## src/rtl/morse_transmitter.sv

```systemverilog
// Keyed-line Morse sender: ITU pattern ROM feeding a MARK/SPACE/GAP timer FSM.
// Define MORSE_DIGITS_EN to add digits 0-9 at codes 26-35.
module morse_transmitter #(
    parameter int UNIT_CYCLES = 4
) (
    input  logic       clock,
    input  logic       reset,
    input  logic       start,
    input  logic [5:0] code,
    output logic       out,
    output logic       busy,
    output logic       done,
    output logic       err
);
    localparam int CW = $clog2(3 * UNIT_CYCLES + 1);
    localparam logic [CW-1:0] DOT_LOAD  = CW'(UNIT_CYCLES - 1);
    localparam logic [CW-1:0] DASH_LOAD = CW'(3 * UNIT_CYCLES - 1);

    typedef enum logic [1:0] {IDLE, MARK, SPACE, GAP} state_t;

    state_t        state, state_n;
    logic [CW-1:0] cnt, cnt_n;
    logic [4:0]    pat, pat_n;
    logic [2:0]    len, len_n, idx, idx_n;
    logic          done_n, err_n;
    logic [7:0]    rom;
    logic [2:0]    rom_len;
    logic [4:0]    rom_pat;

    // {length, pattern left-aligned in 5 bits}; 1 = dash; length 0 marks an invalid code
    always_comb begin
        rom = 8'd0;
        case (code)
            6'd0:  rom = {3'd2, 5'b01000};
            6'd1:  rom = {3'd4, 5'b10000};
            6'd2:  rom = {3'd4, 5'b10100};
            6'd3:  rom = {3'd3, 5'b10000};
            6'd4:  rom = {3'd1, 5'b00000};
            6'd5:  rom = {3'd4, 5'b00100};
            6'd6:  rom = {3'd3, 5'b11000};
            6'd7:  rom = {3'd4, 5'b00000};
            6'd8:  rom = {3'd2, 5'b00000};
            6'd9:  rom = {3'd4, 5'b01110};
            6'd10: rom = {3'd3, 5'b10100};
            6'd11: rom = {3'd4, 5'b01000};
            6'd12: rom = {3'd2, 5'b11000};
            6'd13: rom = {3'd2, 5'b10000};
            6'd14: rom = {3'd3, 5'b11100};
            6'd15: rom = {3'd4, 5'b01100};
            6'd16: rom = {3'd4, 5'b11010};
            6'd17: rom = {3'd3, 5'b01000};
            6'd18: rom = {3'd3, 5'b00000};
            6'd19: rom = {3'd1, 5'b10000};
            6'd20: rom = {3'd3, 5'b00100};
            6'd21: rom = {3'd4, 5'b00010};
            6'd22: rom = {3'd3, 5'b01100};
            6'd23: rom = {3'd4, 5'b10010};
            6'd24: rom = {3'd4, 5'b10110};
            6'd25: rom = {3'd4, 5'b11000};
`ifdef MORSE_DIGITS_EN
            6'd26: rom = {3'd5, 5'b11111};
            6'd27: rom = {3'd5, 5'b01111};
            6'd28: rom = {3'd5, 5'b00111};
            6'd29: rom = {3'd5, 5'b00011};
            6'd30: rom = {3'd5, 5'b00001};
            6'd31: rom = {3'd5, 5'b00000};
            6'd32: rom = {3'd5, 5'b10000};
            6'd33: rom = {3'd5, 5'b11000};
            6'd34: rom = {3'd5, 5'b11100};
            6'd35: rom = {3'd5, 5'b11110};
`endif
            default: rom = 8'd0;
        endcase
    end

    assign rom_len = rom[7:5];
    assign rom_pat = rom[4:0];

    always_ff @(posedge clock) begin
        if (reset) begin
            state <= IDLE;
            cnt   <= '0;
            pat   <= '0;
            len   <= '0;
            idx   <= '0;
            done  <= 1'b0;
            err   <= 1'b0;
        end else begin
            state <= state_n;
            cnt   <= cnt_n;
            pat   <= pat_n;
            len   <= len_n;
            idx   <= idx_n;
            done  <= done_n;
            err   <= err_n;
        end
    end

    // The pattern shifts left on each SPACE so pat[4] is always the current element.
    always_comb begin
        state_n = state;
        cnt_n   = cnt;
        pat_n   = pat;
        len_n   = len;
        idx_n   = idx;
        done_n  = 1'b0;
        err_n   = 1'b0;
        case (state)
            IDLE: begin
                if (start) begin
                    if (rom_len != 3'd0) begin
                        state_n = MARK;
                        pat_n   = rom_pat;
                        len_n   = rom_len;
                        idx_n   = 3'd0;
                        cnt_n   = rom_pat[4] ? DASH_LOAD : DOT_LOAD;
                    end else begin
                        err_n = 1'b1;
                    end
                end
            end
            MARK: begin
                if (cnt == '0) begin
                    if (idx == len - 3'd1) begin
                        state_n = GAP;
                        cnt_n   = DASH_LOAD;
                    end else begin
                        state_n = SPACE;
                        cnt_n   = DOT_LOAD;
                    end
                end else begin
                    cnt_n = cnt - CW'(1);
                end
            end
            SPACE: begin
                if (cnt == '0) begin
                    state_n = MARK;
                    idx_n   = idx + 3'd1;
                    pat_n   = pat << 1;
                    cnt_n   = pat[3] ? DASH_LOAD : DOT_LOAD;
                end else begin
                    cnt_n = cnt - CW'(1);
                end
            end
            GAP: begin
                if (cnt == '0) begin
                    state_n = IDLE;
                    done_n  = 1'b1;
                end else begin
                    cnt_n = cnt - CW'(1);
                end
            end
            default: state_n = IDLE;
        endcase
    end

    assign out  = (state == MARK);
    assign busy = (state != IDLE);
endmodule

```

## config.mk

```make
export PLATFORM = sky130hd
export DESIGN_NAME = morse_transmitter
export DESIGN_NICKNAME = d
export VERILOG_FILES = /design/src/rtl/morse_transmitter.sv
export SDC_FILE = /design/constraint.sdc
export NUM_CORES = 1
export LEC_CHECK = 0
export ABC_AREA = 1
export CAP_MARGIN = 10
export CORE_MARGIN = 2
export CORE_UTILIZATION = 57
export CTS_BUF_LIST = sky130_fd_sc_hd__clkbuf_4 sky130_fd_sc_hd__clkbuf_8 sky130_fd_sc_hd__clkbuf_16
export DETAILED_ROUTE_END_ITERATION = 10
export PLACE_DENSITY = 0.78
export RECOVER_POWER = 100
export SYNTH_ARGS = -nofsm -noshare
export SYNTH_HDL_FRONTEND = slang
export SYNTH_SLANG_ARGS = --single-unit
```

## constraint.sdc

```tcl
create_clock -name clock -period 1.91 [get_ports clock]
set_input_delay 0.2865 -clock clock [delete_from_list [all_inputs] [get_ports clock]]
set_output_delay 0.2865 -clock clock [all_outputs]
set_load 0.02 [all_outputs]
```

==> results.json, run 1 <==
{
  "status": "finished, final reports clean",
  "rsz0062_at_grt": "no",
  "placement_rows": 18,
  "synth.area.top_cells": "dfxtp_1 (24%), nand2_1 (14%), nand3_1 (11%), ha_1 (9.7%), nor2_1 (9.5%)",
  "multi_input_area_mm2": 0.001010,
  "async_flop_share_pct": 0,
  "via_per_inst": 5.252,
  "fmax_mhz": 546.7,
  "die_w_um": 53.94,
  "num_antenna_cells": 0,
  "synth_area_per_cell_um2": 6.074,
  "p_leak_uw": 0.0009652,
  "finalSetupViolCount": 0,
  "worst_pin_slew_ns": 0.4331,
  "setup_ws_ns": 0.08096,
  "final-hold-violation-count": 0,
  "yosysTopAreaCell": "dfxtp_1",
  "reg2reg_to": "idx[0]",
  "area_growth_pct": 33.01,
  "slew_headroom_pct": 71.06,
  "crit_slowest_cell": "clkdlybuf4s50_1",
  "slew_viol_final": 0,
  "rrSetupSlack_ns": 0.27,
  "seqCellArea_um2": 340.3,
  "cp.buffers_inverters": 2,
  "synth_area_mm2": 0.001421,
  "power_density_mw_per_mm2": 986.0,
  "ys_top_cells_by_count": "nand2_1 (52), nor2_1 (36), inv_1 (33)",
  "crit_start": "state[0]",
  "core_mm2": 0.002410,
  "clk_pin_slew_ns": 0.11,
  "port_buffers": 12,
  "arrival_ns": 1.54,
  "maxCapViolCount": 0,
  "yosys_warnings": 0,
  "wl_um": 3774,
  "hp-class": "reg2reg",
  "synth_seq_cells": 17,
  "cts_tree": "built",
  "dieHeight_um": 53.94,
  "gp_congestion": 0.9504,
  "cts_root_buffer": "clkbuf_4",
  "total_power_uw": 1864,
  "reg2reg_from": "cnt[0]",
  "synth.most_common_cell": "nand2_1",
  "clockBufferDepth": 2,
  "critPathLaunchType": "register",
  "cp-endpoint": "busy",
  "crit_path_end_kind": "primary output",
  "yosysSeqAreaShare_pct": 23.94,
  "synth_edf_count": 0,
  "clkSinkCount": 17,
  "cp_max_fo": 5,
  "fillers": 196,
  "initial_core_util_pct": 58.98,
  "netlist-cell-type-count": 20,
  "period_share_pct": 95.76,
  "wire_per_inst_um": 12.37,
  "reg2reg_depth": 8,
  "critPathTopFamily": "buffers and inverters",
  "io_pins": 13,
  "dpl.hpwl_um": 2596,
  "min_period_ns": 1.829,
  "grt_pass1_vias": 1326,
  "ys.flop_type": "dfxtp_1",
  "grt.total_usage_pct": 25.75,
  "syn_nets": 254,
  "die-area_mm2": 0.002909,
  "vias": 1602,
  "finClkSkew_ns": 0.007124,
  "post-place-ws_ns": -0.2918,
  "drtPass1Iterations": 4,
  "grt_pass1_wl_um": 5526,
  "cts_htree_levels": 1,
  "cp.depth": 3,
  "grt-ovfl-total": 0,
  "netlist_instances": 234,
  "path_class": "reg2out",
  "final_nets": 296,
  "final_layout_size_suffix_gt1_share_pct": 20.00,
  "final_antenna_net_count": 0,
  "synth_top_area_share_pct": 23.94,
  "antenna_found_initial": 0,
  "ir_drop_mv": 0.8846,
  "path_cells": "nor2_1 -> inv_1 -> clkdlybuf4s50_1",
  "drc": 0,
  "drt_iter0_markers": 47,
  "cts_buffers": 3,
  "grt_max_degree": 18,
  "crit_required_ns": 1.62,
  "critical-path-max-stage-delay_ns": 0.55,
  "clk_latency_ns": 0.30
}
[metrics by stage]
step / hold slack [ns] / std cells / setup TNS [ns] / cell area [um^2] / utilization (%)
after floorplan: 0.3589 / 234 / 0 / 1421 / -
after global routing: 0.5392 / 305 / 0 / 1891 / 78.45
after global placement: 0.4801 / 298 / -3.374 / 1748 / 72.53
after CTS: 0.5129 / 302 / 0 / 1775 / 73.68
final: 0.5104 / 305 / 0 / 1891 / 78.45
after detailed placement: 0.4865 / 298 / -3.565 / 1748 / 72.53
[state kept, by name, summed over array words and instances, names as in the netlist]
signal,flops
cnt,4
pat,3
err,1
done,1
len,3
state,2
idx,3
[cell families after synthesis]
group	count (synthesis)	share of synthesized area, %
AOI/OAI and AO/OA	36	13.20
and+or+nand+nor	124	37.59
buffers and inverters	40	11.88
adders and majority gates	11	9.683
DFF	17	23.94
xor gates and xnor gates	6	3.697
[routing by layer]
| layer | up-vias | GRT usage (%) | share of wire (%) |
|---|---|---|---|
| met1 | 719 | 32.15 | 45 |
| met5 | - | 0 | 0 |
| met3 | 9 | 4.167 | 4.1 |
| met4 | 0 | 8.974 | 1.7 |
| met2 | 48 | 44.31 | 49 |
| li1 | 826 | - | - |
[layout by cell type (no fill, tap or decap)]
master and count:
xor2_1 2, nand2_2 2, a21oi_2 4, clkdlybuf4s50_1 7
o211ai_1 3, a21oi_1 15, buf_4 26, o21ai_1 1
nor2_2 1, inv_1 30, nand3_2 2, xnor2_1 4
o21ai_0 13, nand2_8 2, buf_6 3, clkinv_2 1
dfxtp_1 17, nand2_4 3, clkbuf_4 3, ha_2 2
dlygate4sd3_1 2, clkbuf_1 1, dlymetal6s2s_1 2, nand2_1 50
ha_1 8, nor2_1 35, nand3_1 29, nand3_4 1
nor3_1 1, ha_4 1, inv_2 4
[worst min-delay path by stage]
| stage | startpoint | to | depth (start not counted) |
|---|---|---|---|
| floorplan | reset | done | 1 |
| global placement | len[1] | len[1] | 2 |
| detailed placement | len[1] | len[1] | 2 |
| CTS | len[1] | len[1] | 2 |
| global route | len[1] | len[1] | 2 |
| finish | len[1] | len[1] | 2 |
[power by group]
part	switching, uW	leakage [uW]	internal [uW]	total [uW]
Clock	125	0.0000177	78.2	204
Combinational	681	0.000808	433	1110
Sequential	78.3	0.000140	469	547
[repair_timing]
action	CTS	global route
setup buffers	0	1
hold buffers	0	0
setup endpoints to repair	0	15
gates resized for setup	0	26
[worst min-delay path, cell delays in order (launching register included)]
cell,delay [ns]
dfxtp_1,0.35
a21oi_1,0.07
nor2_1,0.07
[area by class of cell]
| class | instances | share of cell area [%] |
|---|---|---|
| clock buffers | 3 | 1.191 |
| clock inverters | 1 | 0.2647 |
| inverters | 34 | 6.750 |
| multi-input cells | 179 | 53.41 |
| flip-flops and latches | 17 | 18.00 |
| well taps | 30 | 1.985 |
| repair buffers | 41 | 18.40 |
No activity file was read; power rests on OpenSTA's default activity.
==> inputs of run 2 (changes only) <==
Settings changed: SKIP_LAST_GASP set to 1.
==> results of run 2 <==
Final layout, timing and power as in run 1 (identical DEF).
==> inputs of run 3 (changes only) <==
Settings changed: CORE_UTILIZATION 57 to 30, PLACE_DENSITY 0.78 to 0.46.
==> run 3 against run 2 <==
  * Die area is 82% higher
  * Clock power is 47% higher
  * Clock skew is 0.0051 ns lower
  * Critical path depth stayed put
  * Power is 5.7% higher
  * Worst setup slack worse by 0.0058 ns
  * Critical path type unchanged
==> results.json, run 3 (synthesis results as in run 1) <==
{
  "slew_headroom_pct": 70.46,
  "worst_pin_slew_ns": 0.4421,
  "total_power_uw": 1970,
  "die-area_mm2": 0.005304,
  "final_cell_mix": "nand2_1 (49), nor2_1 (35), inv_1 (31), nand3_1 (29), buf_4 (29)",
  "num_antenna_cells": 0,
  "port_buffers": 12,
  "rsz0062_at_grt": "no",
  "min_period_ns": 1.835,
  "final-hold-violation-count": 0,
  "io_pins": 13,
  "period_share_pct": 96.06,
  "vias": 1509,
  "largest_reg_flops": 4,
  "final_antenna_net_count": 0,
  "slew_viol_final": 0,
  "hp-class": "reg2reg",
  "cts_tree": "built",
  "dieHeight_um": 72.83,
  "grt-ovfl-total": 0,
  "final_common_cell": "nand2_1",
  "seqPwrFrac_pct": 27.8,
  "cts_buffers": 3,
  "area_growth_pct": 35.83,
  "grt_pass1_wl_um": 6672,
  "dpl.hpwl_um": 2821,
  "drt_iter0_markers": 68,
  "p_sw_share_pct": 44.63,
  "finalSetupViolCount": 0,
  "power_density_mw_per_mm2": 1020,
  "cts_root_buffer": "clkbuf_8",
  "arrival_ns": 1.55,
  "cts_htree_levels": 1,
  "ir_drop_mv": 0.3086,
  "wl_um": 3809,
  "crit_required_ns": 1.62,
  "crit_path_end_kind": "primary output",
  "p_clk_share_pct": 15.2,
  "placement_rows": 25,
  "critPathLaunchType": "register",
  "cts-hold-fix-buffers": 0,
  "p_leak_uw": 0.0009846,
  "internal_power_uw": 1090,
  "die_w_um": 72.83,
  "via_per_inst": 4.573,
  "seqCellArea_um2": 340.3,
  "tns_ns": 0,
  "gp_congestion": 0.8384,
  "cp_max_fo": 5,
  "power_frac_comb_pct": 57.0,
  "rrSetupSlack_ns": 0.29,
  "drtPass1Iterations": 4,
  "grt_max_degree": 13,
  "core_mm2": 0.004629,
  "fmax_mhz": 545.0,
  "drc": 0,
  "finClkSkew_ns": 0.001999,
  "initial_core_util_pct": 30.70,
  "clkSinkCount": 17,
  "wire_per_inst_um": 11.54,
  "finalCoreUtilization_pct": 41.70,
  "fillers": 509,
  "p_switching_uw": 879.1,
  "final_nets": 297,
  "clk_latency_ns": 0.26,
  "top_register": "cnt",
  "status": "finished, final reports clean",
  "maxCapViolCount": 0,
  "grt_pass1_vias": 1525,
  "whs_ns": 0.5108,
  "clk_pin_slew_ns": 0.07,
  "clockBufferDepth": 2,
  "grt.total_usage_pct": 15.82,
  "multi_input_area_um2": 996.0,
  "antenna_found_initial": 0,
  "final_layout_size_suffix_gt1_share_pct": 20.29,
  "path_class": "reg2out"
}
-- run 3: changes by cell type in the layout (fill, tap and decap cells not counted), moves of 2 or more --
cell	delta
buf_4	+3
buf_6	-3
clkbuf_8	+3
a21oi_1	-2
a21oi_2	+2
ha_1	+2
-- run 3: area by class of cell --
class | instances | area share (%)
Multi-Input combinational cell | 179 | 51.59
Inverter | 34 | 6.610
Clock buffer | 4 | 2.528
Tap cell | 54 | 3.500
Timing Repair Buffer | 42 | 18.15
Sequential cell | 17 | 17.63
-- run 3: worst max-delay path, stage by stage, from the launching register on --
cell             delay (ns)
dfxtp_1                0.40
inv_1                  0.07
nor2_1                 0.18
clkdlybuf4s50_1        0.64
-- run 3: path summary, 6_finish.rpt --
check            from      to  cells past startpoint
max reg2reg    cnt[0]  idx[0]                      8
max          state[0]     out                      3
min reg2reg    len[1]  len[1]                      2
min            len[1]  len[1]                      2
-- run 3: power by group through the flow --
| stage | sequential, uW | clock, uW | combinational [uW] |
|---|---|---|---|
| 2_1_floorplan | 541 | 0 | 738 |
| 3_3_place_gp | 555 | 0 | 1050 |
| 3_5_place_dp | 553 | 0 | 1040 |
| 4_1_cts | 546 | 300 | 1090 |
| 5_1_grt | 566 | 317 | 1290 |
| 6_report | 548 | 299 | 1120 |
-- run 3: metrics by stage --
step           worst slack (ns)  cells  area, um^2
2_1_floorplan            0.2913    234        1421
4_1_cts                0.003106    329        1882
3_5_place_dp            -0.3553    322        1778
5_1_grt                0.009720    330        1931
6_report                0.07521    330        1931
3_3_place_gp            -0.3618    322        1778
-- run 3: what timing repair did --
action / CTS / global route
buffers inserted: 1 / 1
endpoints found under the setup margin: 11 / 14
resized for setup: 8 / 14
pin swaps: 3 / 4
cloned: 2 / 0
-- run 3: routing by layer --
| layer | global-route usage (%) | wire [um] | vias up |
|---|---|---|---|
| li1 | - | - | 828 |
| met1 | 18.07 | 1788 | 655 |
| met2 | 29.90 | 1861 | 19 |
| met3 | 1.657 | 68 | 7 |
| met4 | 5.967 | 91 | 0 |
| met5 | 0 | 0 | - |
